===== config.mk =====
export PLATFORM = sky130hd
export DESIGN_NAME = pwm_cfg_ctrl_flat
export DESIGN_NICKNAME = d
export VERILOG_FILES = /design/src/rtl/pwm_cfg_ctrl_if.sv /design/src/rtl/pwm_cfg_ctrl.sv /design/src/flat_wrapper.sv
export SDC_FILE = /design/constraint.sdc
export NUM_CORES = 1
export LEC_CHECK = 0
export ABC_AREA = 1
export BUFFER_PORTS_ARGS = -buffer_cell sky130_fd_sc_hd__buf_2
export CAP_MARGIN = 0
export CORE_ASPECT_RATIO = 0.8
export CORE_UTILIZATION = 30
export CTS_CLUSTER_SIZE = 20
export DETAILED_ROUTE_END_ITERATION = 8
export GPL_ROUTABILITY_DRIVEN = 0
export MAX_ROUTING_LAYER = met4
export PLACE_DENSITY = 0.58
export SYNTH_ARGS = -nofsm -noshare
export SYNTH_HDL_FRONTEND = slang
export SYNTH_SLANG_ARGS = --single-unit

===== constraint.sdc =====
create_clock -name MClk -period 4.59 [get_ports MClk]
set_input_delay 0.459 -clock MClk [delete_from_list [all_inputs] [get_ports MClk]]
set_output_delay 0.459 -clock MClk [all_outputs]
set_load 0.01 [all_outputs]

===== src/rtl/pwm_cfg_ctrl_if.sv =====
// ---------------------------------------------------------------------------
// pwm_cfg_ctrl_if
//   Configuration write channel of the PWM triangle-wave controller.
//   A request (CfgValid) carries a candidate UpperLimit / LowerLimit / StepSize
//   triple. The transfer completes on a cycle where CfgValid and CfgReady are
//   both high. CfgErr reports, one cycle later, that the accepted triple was
//   rejected.
//
//   Signals
//     CfgValid  master->slave  config write request
//     CfgReady  slave->master  controller can take a config this cycle
//     CfgUpper  master->slave  requested UpperLimit (16 bit)
//     CfgLower  master->slave  requested LowerLimit (16 bit)
//     CfgStep   master->slave  requested StepSize   (16 bit)
//     CfgErr    slave->master  one-cycle pulse: last accepted config discarded
// ---------------------------------------------------------------------------
interface pwm_cfg_ctrl_if;
  logic        CfgValid;
  logic        CfgReady;
  logic [15:0] CfgUpper;
  logic [15:0] CfgLower;
  logic [15:0] CfgStep;
  logic        CfgErr;

  modport master (
    output CfgValid,
    output CfgUpper,
    output CfgLower,
    output CfgStep,
    input  CfgReady,
    input  CfgErr
  );

  modport slave (
    input  CfgValid,
    input  CfgUpper,
    input  CfgLower,
    input  CfgStep,
    output CfgReady,
    output CfgErr
  );
endinterface


===== src/rtl/pwm_cfg_ctrl.sv =====
// ---------------------------------------------------------------------------
// pwm_cfg_ctrl
//   Run-control and configuration manager for a 16-bit triangle-wave PWM
//   generator. It validates incoming limit/step configurations, applies them
//   immediately while idle, and otherwise holds them in a shadow set that is
//   only copied to the generator at a wave minimum, so the generator never
//   sees a limit change in the middle of a period. It also detects the wave
//   minima from the fed-back waveform, counts periods, and sequences
//   IDLE -> RUN -> DRAIN -> IDLE, where DRAIN lets the current period finish
//   before the generator is disabled.
//
//   Ports
//     MClk        in   master clock, rising edge
//     RstN        in   synchronous active-low reset
//     cfg         slave modport of pwm_cfg_ctrl_if (config write channel)
//     StartReq    in   start request, level-sampled
//     StopReq     in   stop request, level-sampled (wins over StartReq)
//     TWave       in   generator output, fed back for valley detection
//     TwgEn       out  generator enable
//     TwgUpper    out  active UpperLimit
//     TwgLower    out  active LowerLimit
//     TwgStep     out  active StepSize
//     ValleyTick  out  one-cycle pulse at each wave minimum while running
//     Running     out  high in RUN and DRAIN
//     PeriodCnt   out  valley count since the last start, wraps at 0xFFFF
// ---------------------------------------------------------------------------
module pwm_cfg_ctrl (
  input  logic                 MClk,
  input  logic                 RstN,
  pwm_cfg_ctrl_if.slave        cfg,
  input  logic                 StartReq,
  input  logic                 StopReq,
  input  logic [15:0]          TWave,
  output logic                 TwgEn,
  output logic [15:0]          TwgUpper,
  output logic [15:0]          TwgLower,
  output logic [15:0]          TwgStep,
  output logic                 ValleyTick,
  output logic                 Running,
  output logic [15:0]          PeriodCnt
);

  typedef enum logic [1:0] {
    ST_IDLE  = 2'b00,
    ST_RUN   = 2'b01,
    ST_DRAIN = 2'b10
  } state_e;

  typedef struct packed {
    logic [15:0] upper;
    logic [15:0] lower;
    logic [15:0] step;
  } lim_t;

  // Power-on limits: full 16-bit swing with unit step.
  localparam lim_t LIM_RST = {16'hFFFF, 16'h0000, 16'h0001};

  // A triple is usable when the window is non-empty and one step fits inside
  // it. The span is formed in 17 bits so the subtraction can never wrap.
  function automatic logic cfg_is_valid(input lim_t c);
    logic [16:0] span;
    span = {1'b0, c.upper} - {1'b0, c.lower};
    return (c.lower < c.upper) && (c.step != 16'd0) && ({1'b0, c.step} <= span);
  endfunction

  state_e      state_q,  state_d;
  logic        en_q,     en_d;
  logic        loaded_q, loaded_d;
  logic        pend_q,   pend_d;
  logic        err_q,    err_d;
  logic [15:0] cnt_q,    cnt_d;
  logic [15:0] prev_q,   prev_d;
  logic        fall_q,   fall_d;
  lim_t        act_q,    act_d;
  lim_t        shd_q,    shd_d;

  lim_t        cfg_in;
  logic        cfg_good;
  logic        hs;
  logic        active_run;
  logic        in_idle;
  logic        vtick;
  logic        start_go;

  assign cfg_in     = {cfg.CfgUpper, cfg.CfgLower, cfg.CfgStep};
  assign cfg_good   = cfg_is_valid(cfg_in);
  // Only one config can be outstanding; the channel stalls while a shadow
  // set waits for its valley.
  assign hs         = cfg.CfgValid && !pend_q;
  assign in_idle    = (state_q == ST_IDLE);
  assign active_run = (state_q == ST_RUN) || (state_q == ST_DRAIN);
  // A minimum is seen one cycle late: the wave was falling into the previous
  // sample and is now above it.
  assign vtick      = active_run && fall_q && (TWave > prev_q);
  assign start_go   = in_idle && StartReq && !StopReq && loaded_q;

  always_comb begin
    state_d  = state_q;
    en_d     = en_q;
    loaded_d = loaded_q;
    pend_d   = pend_q;
    cnt_d    = cnt_q;
    act_d    = act_q;
    shd_d    = shd_q;
    prev_d   = TWave;
    fall_d   = (TWave < prev_q);
    err_d    = hs && !cfg_good;

    // Shadow promotion: at a valley, or whenever the controller is not
    // running. The latter also covers a shadow written on the very edge that
    // drained into IDLE, which is then promoted one cycle later.
    if (pend_q && (vtick || !active_run)) begin
      act_d  = shd_q;
      pend_d = 1'b0;
    end

    // Promotion and acceptance are mutually exclusive: hs needs pend_q = 0.
    if (hs && cfg_good) begin
      if (in_idle) begin
        act_d    = cfg_in;
        loaded_d = 1'b1;
      end else begin
        shd_d  = cfg_in;
        pend_d = 1'b1;
      end
    end

    case (state_q)
      ST_IDLE: begin
        if (start_go) begin
          state_d = ST_RUN;
          en_d    = 1'b1;
          cnt_d   = 16'd0;
          fall_d  = 1'b0;
        end
      end
      ST_RUN: begin
        if (vtick) cnt_d = cnt_q + 16'd1;
        if (StopReq) state_d = ST_DRAIN;
      end
      ST_DRAIN: begin
        if (vtick) begin
          cnt_d   = cnt_q + 16'd1;
          state_d = ST_IDLE;
          en_d    = 1'b0;
        end
      end
      default: begin
        state_d = ST_IDLE;
        en_d    = 1'b0;
      end
    endcase
  end

  always_ff @(posedge MClk) begin
    if (!RstN) begin
      state_q  <= ST_IDLE;
      en_q     <= 1'b0;
      loaded_q <= 1'b0;
      pend_q   <= 1'b0;
      err_q    <= 1'b0;
      cnt_q    <= 16'd0;
      prev_q   <= 16'd0;
      fall_q   <= 1'b0;
      act_q    <= LIM_RST;
      shd_q    <= LIM_RST;
    end else begin
      state_q  <= state_d;
      en_q     <= en_d;
      loaded_q <= loaded_d;
      pend_q   <= pend_d;
      err_q    <= err_d;
      cnt_q    <= cnt_d;
      prev_q   <= prev_d;
      fall_q   <= fall_d;
      act_q    <= act_d;
      shd_q    <= shd_d;
    end
  end

  assign cfg.CfgReady = !pend_q;
  assign cfg.CfgErr   = err_q;
  assign TwgEn        = en_q;
  assign TwgUpper     = act_q.upper;
  assign TwgLower     = act_q.lower;
  assign TwgStep      = act_q.step;
  assign ValleyTick   = vtick;
  assign Running      = active_run;
  assign PeriodCnt    = cnt_q;

endmodule


===== src/flat_wrapper.sv =====
// flat-port wrapper written by rule: the top's interface ports become plain ports
module pwm_cfg_ctrl_flat 
  (MClk, RstN, StartReq, StopReq, TWave, TwgEn, TwgUpper, TwgLower, TwgStep, ValleyTick, Running, PeriodCnt, cfg_CfgValid, cfg_CfgUpper, cfg_CfgLower, cfg_CfgStep, cfg_CfgReady, cfg_CfgErr);
  pwm_cfg_ctrl_if cfg_i ();
  input  logic MClk;
  input  logic RstN;
  input  logic StartReq;
  input  logic StopReq;
  input  logic [15:0] TWave;
  output logic TwgEn;
  output logic [15:0] TwgUpper;
  output logic [15:0] TwgLower;
  output logic [15:0] TwgStep;
  output logic ValleyTick;
  output logic Running;
  output logic [15:0] PeriodCnt;
  input wire logic [$bits(cfg_i.CfgValid)-1:0] cfg_CfgValid;
  input wire logic [$bits(cfg_i.CfgUpper)-1:0] cfg_CfgUpper;
  input wire logic [$bits(cfg_i.CfgLower)-1:0] cfg_CfgLower;
  input wire logic [$bits(cfg_i.CfgStep)-1:0] cfg_CfgStep;
  output wire logic [$bits(cfg_i.CfgReady)-1:0] cfg_CfgReady;
  output wire logic [$bits(cfg_i.CfgErr)-1:0] cfg_CfgErr;
  assign cfg_i.CfgValid = cfg_CfgValid;
  assign cfg_i.CfgUpper = cfg_CfgUpper;
  assign cfg_i.CfgLower = cfg_CfgLower;
  assign cfg_i.CfgStep = cfg_CfgStep;
  assign cfg_CfgReady = cfg_i.CfgReady;
  assign cfg_CfgErr = cfg_i.CfgErr;
  pwm_cfg_ctrl u_core (.MClk(MClk), .RstN(RstN), .cfg(cfg_i), .StartReq(StartReq), .StopReq(StopReq), .TWave(TWave), .TwgEn(TwgEn), .TwgUpper(TwgUpper), .TwgLower(TwgLower), .TwgStep(TwgStep), .ValleyTick(ValleyTick), .Running(Running), .PeriodCnt(PeriodCnt));
endmodule

# After elaboration in Yosys (flattened, before gate mapping)
# Index checks and enable logic that the tools add are counted.
# totals
reg_bits	135
latch_bits	0
mem_bits_rw	0
romBits	0
out_inout_bits	69
elab_cells	72
n_memories	0
# classes
addsub	2
n_mul	0
div_mod_pow	0
magnitude_cmp	4
eq_ne	6
shifts	0
muxes	18
n_bitwise	2
n_reduce_logical	26
# ops
operator	count
two-way mux 48 bit	3
< comparator 16 bit	2
two-way mux 16 bit	2
case mux 16 bit (2 select lines)	1
less-or-equal comparator 16 x 17 -> 1 bit	1
subtractor 16 x 16 -> 17 bit	1
adder 16 x 1 -> 16 bit (second input constant)	1
greater-than comparator 16 bit	1
nonzero test 16 bit	1
logical AND 1 bit	11
AND reduction 3 bit	3
two-way mux 1 bit	7
two-way mux 2 bit	3
case mux 2 bit (3 select lines)	1
zero test 1 bit	4
inequality test 2 x 1 -> 1 bit (second input constant)	2
inequality test 2 bit (second input constant)	2
AND reduction 2 bit	2
case mux 1 bit (3 select lines)	1
== test 2 x 1 -> 1 bit (second input constant)	1
== test 2 bit (second input constant)	1
zero test 2 bit	1
logical OR 1 bit	2
NOT 1 bit	2
2 further kinds	2

# Logic depth before layout (Yosys ltp)
# depth
depth_word	9
mapped_depth	27
depth_no_buf	26

# Worst setup path after synthesis
# OpenSTA, ideal clock, no wires.
# synth_timing
path_kind	input to register
start	in cfg_CfgUpper[0]
end	reg u_core.shd_q[0] (netlist bit)
setup_time_ns	0.134
arrival_time_ns	3.160
required_time_ns	4.456
setup_slack_ns	1.296
stages	24
path_buffers	2
path_cell_list	inv_1 -> ha_1 -> inv_1 -> fa_1 -> nand3_1 -> nand2_1 -> nand3_1 -> a21oi_1 -> nor2_1 -> inv_1 -> a31oi_1 -> xor2_1 -> ha_1 -> nand2_1 -> inv_1 -> nand3_1 -> nor3_1 -> a22oi_2 -> nand2_2 -> nand4_2 -> buf_6 -> buf_6 -> nand2_1 -> nand3_1
# synth_between
elab_chain_cells	5
word_cells_on_any_way	7
# synth_lines
item	line_no	source
start, declared	flat_wrapper.sv:18	input wire logic [$bits(cfg_i.CfgUpper)-1:0] cfg_CfgUpper;
subtractor 16 x 16 -> 17 bit or < comparator 16 bit (tied branches)	pwm_cfg_ctrl.sv:62, pwm_cfg_ctrl.sv:63	
less-or-equal comparator 16 x 17 -> 1 bit or logical AND 1 bit (tied branches)	pwm_cfg_ctrl.sv:63	return (c.lower < c.upper) && (c.step != 16'd0) && ({1'b0, c.step} <= span);
logical AND 1 bit *	pwm_cfg_ctrl.sv:63	
logical AND 1 bit *	pwm_cfg_ctrl.sv:118	if (hs && cfg_good) begin
AND reduction 2 bit (no source line) *	--	
end signal, assigned	pwm_cfg_ctrl.sv:166	shd_q <= LIM_RST;
end signal, assigned	pwm_cfg_ctrl.sv:177	shd_q <= shd_d;
end, declared	pwm_cfg_ctrl.sv:75	lim_t shd_q, shd_d;
# Mark *: on every way between the ends. The rest lies on a longest branch, timed or not.
# A chain may end at the register's enable or synchronous reset.

# Final worst setup path
# layout_timing
start	in cfg_CfgUpper[0]
end	reg u_core.act_q, in the netlist u_core.TwgUpper[8]
# layout_between
elab_chain_cells	5
word_cells_on_any_way	7
# layout_lines
item	line_no	source
subtractor 16 x 16 -> 17 bit or < comparator 16 bit (tied branches)	pwm_cfg_ctrl.sv:62, pwm_cfg_ctrl.sv:63	
less-or-equal comparator 16 x 17 -> 1 bit or logical AND 1 bit (tied branches)	pwm_cfg_ctrl.sv:63	
logical AND 1 bit *	pwm_cfg_ctrl.sv:63	
logical AND 1 bit *	pwm_cfg_ctrl.sv:118	
two-way mux 48 bit *	pwm_cfg_ctrl.sv:118	
end signal, assigned	pwm_cfg_ctrl.sv:176	act_q <= act_d;
end, declared	pwm_cfg_ctrl.sv:74	lim_t act_q, act_d;
# Marked as above.

==> reports/results.ini <==
[clock_tree]
cts-root-buf = clkbuf_16
cts_tree = built
cts.sinks = 135
htreeDepth = 4
clk_latency_ns = 0.43
clk_pin_slew_ns = 0.06
post_cts_buffers = 0
hold_buffers = 0
clockBufferDepth = 2
cts_resized = 0
numCtsBuffers = 17

[grt]
grt_first_pass_wirelength_um = 37100
grt_start_max_net_pins = 79
grt_antenna_before_repair = 1
grt_usage_pct = 18.1
grt_pass1_vias = 7030
grt_overflow_total = 0

[critical_path]
critPathMaxFanout = 34
cp_cell_sequence = buf_2, inv_1, ha_1, inv_1, fa_1, nand3_1, nand2_1, nand3_1, a21oi_1, nor2_1, inv_1, a31oi_1, xor2_1, ha_1, nand2_1, inv_1, nand3_1, nor3_1, a22oi_2, nand2_2, nand4_4, buf_12, nand2_1, nand3_1
cp-start-kind = input port
required_ns = 4.86
max_stage_delay_ns = 0.42
reg2reg_depth = 11
cp-end-kind = flop
path_delay_family = simple AND/OR/NAND/NOR gates
critPathArrivalTime_ns = 4.06
cpMaxStageDelayCell = fa_1
path_depth = 24
critPathBufInv = 6
worstSetupPathType = in -> reg

[power_and_ir_drop]
power_density_nw_per_um2 = 444
leakage_nw = 5.08
ir_drop_v = 0.000270

[die]
boundaryPins = 138
die_area_um2 = 26800
fp.coreArea_um2 = 25400
initial_core_util_pct = 30.8
fp.dieW_um = 183
dieHeight_um = 147
rows = 52

[logic_synthesis]
synth_flop_cell = dfxtp_1
synth_edf_count = 0
syn_area_um2 = 7830
synth_cell_types = 33
synth_nets = 1335
synth_warnings = 0
synth_seq_cells = 135
seq_area_frac_synth_pct = 34.5
yosys.area.top_type_share_pct = 34.5
synth_area_leaders = dfxtp_1 (35%), nand2_1 (18%), nand3_1 (9.0%), ha_1 (8.6%), inv_1 (7.7%)
synth.largest_area_cell = dfxtp_1
synth_async_sr_flop_share_pct = 0
syn_inst = 1211
avgSynthCellArea_um2 = 6.47

[sta]
timing.final.setup_violations = 0
tightest_slew_ns = 0.872
hold_viol_final = 0
finClkSkew_ns = 0.0101
maxSlewViolCount = 0
rsz0062_at_grt = no
finalCriticalPeriod_ns = 3.79
relSlewSlack_pct = 41.9
fmax_mhz = 264
fin_tns_setup_ns = 0
period_share_pct = 82.6
hold-worst-slack_ns = 0.236

[routing]
wl_per_cell_um = 13.5
firstDrtPassIters = 5
drt_iter0_markers = 634
routed_wl_um = 22700
postRouteAntennaNets = 0
num_vias = 7622
viasPerCell = 4.52
drcViolationCount = 0

[job]
cap_violations = 0

[cells_and_area]
final_cell_mix = nand2_1 (374), inv_1 (161), nor2_1 (154)
fin_nets = 1446
fillers = 2733
fin_util_pct = 37.3
area_growth_syn_to_layout_pct = 21.0
drive_gt1_share_pct = 14.2
final_common_cell = nand2_1

[min_path]
min_path_cells = 3
worstHoldPathType = in -> reg

[placed_design]
hpwl_um = 16100
io_buffers = 137

[run_status]
status = complete, no violations

## logic make-up after synthesis
logic type | share of synthesized area (%)
DFF | 34.5
adders and majority gates | 8.88
xor gates and xnor gates | 2.68
AOI/OAI and AO/OA | 5.18
buffers and inverters | 11.4
and+or+nand+nor | 37.3
## per-stage QoR
stage	setup slack, ns	total power (W)	area (um^2)	std cells
global route	0.372	0.00450	9480	1686
detailed placement	0.381	0.00271	8830	1654
CTS	0.787	0.00426	9470	1685
finish	0.798	0.00421	9480	1686
floorplan	1.30	0.00231	7830	1211
global placement	0.395	0.00269	8830	1654
## Yosys cell counts, types with 4 or more instances
cell	instances
ha_1	54
buf_4	7
buf_2	26
xor2_1	19
nand4_1	6
buf_1	6
a21oi_1	45
inv_1	161
xnor2_1	5
o21bai_1	5
nor4_1	8
nor3_1	12
o21ai_0	11
nand3_1	141
clkbuf_1	16
nand2_1	374
nor2_1	154
dfxtp_1	135
a31oi_1	4
## worst min-delay path: stages
cell     delay (ns)
buf_2          0.09
nand2_1        0.04
inv_1          0.04
## where the power goes
part           total [W]  switching [W]  internal, W
sequential       0.00141      0.0000840      0.00133
combinational    0.00127       0.000852     0.000421
clock            0.00153       0.000552     0.000976
## final cells by class
class                   count  area, um^2  area share, %
well taps                 351         439           4.63
flip-flops and latches    135        2700           28.5
clock inverters            12         201           2.13
clock buffers              19         443           4.67
diodes                      1        2.50         0.0264
inverters                 162         608           6.42
repair buffers            149         828           8.74
multi-input cells         857        4250           44.9
## worst paths after layout
| check | slack [ns] | from | endpoint |
|---|---|---|---|
| max | 0.80 | cfg_CfgUpper[0] | u_core.TwgUpper[8] |
| min | 0.24 | TWave[0] | u_core.prev_q[0] |
| max reg2reg | 1.45 | u_core.state_q[1] | u_core.PeriodCnt[2] |
| min reg2reg | 0.46 | u_core.TwgEn | u_core.TwgEn |
## state kept, by name (all words and copies together), names as in the netlist
register	flops
u_core.shd_q	48
u_core.PeriodCnt	16
u_core.TwgLower	16
u_core.TwgStep	16
u_core.TwgUpper	16
u_core.prev_q	16
u_core.state_q	2
u_core.TwgEn	1
u_core.cfg.CfgErr	1
u_core.fall_q	1
u_core.loaded_q	1
u_core.pend_q	1
## layer usage
metal	vias up	share of wire [%]	global-route usage, %
met3	25	5.4	3.59
met4	0	1.7	5.97
li1	3994	-	-
met1	3397	51	25.3
met2	206	42	26.0
met5	-	0	-
Note: power is estimated with default switching activity, not from simulation.
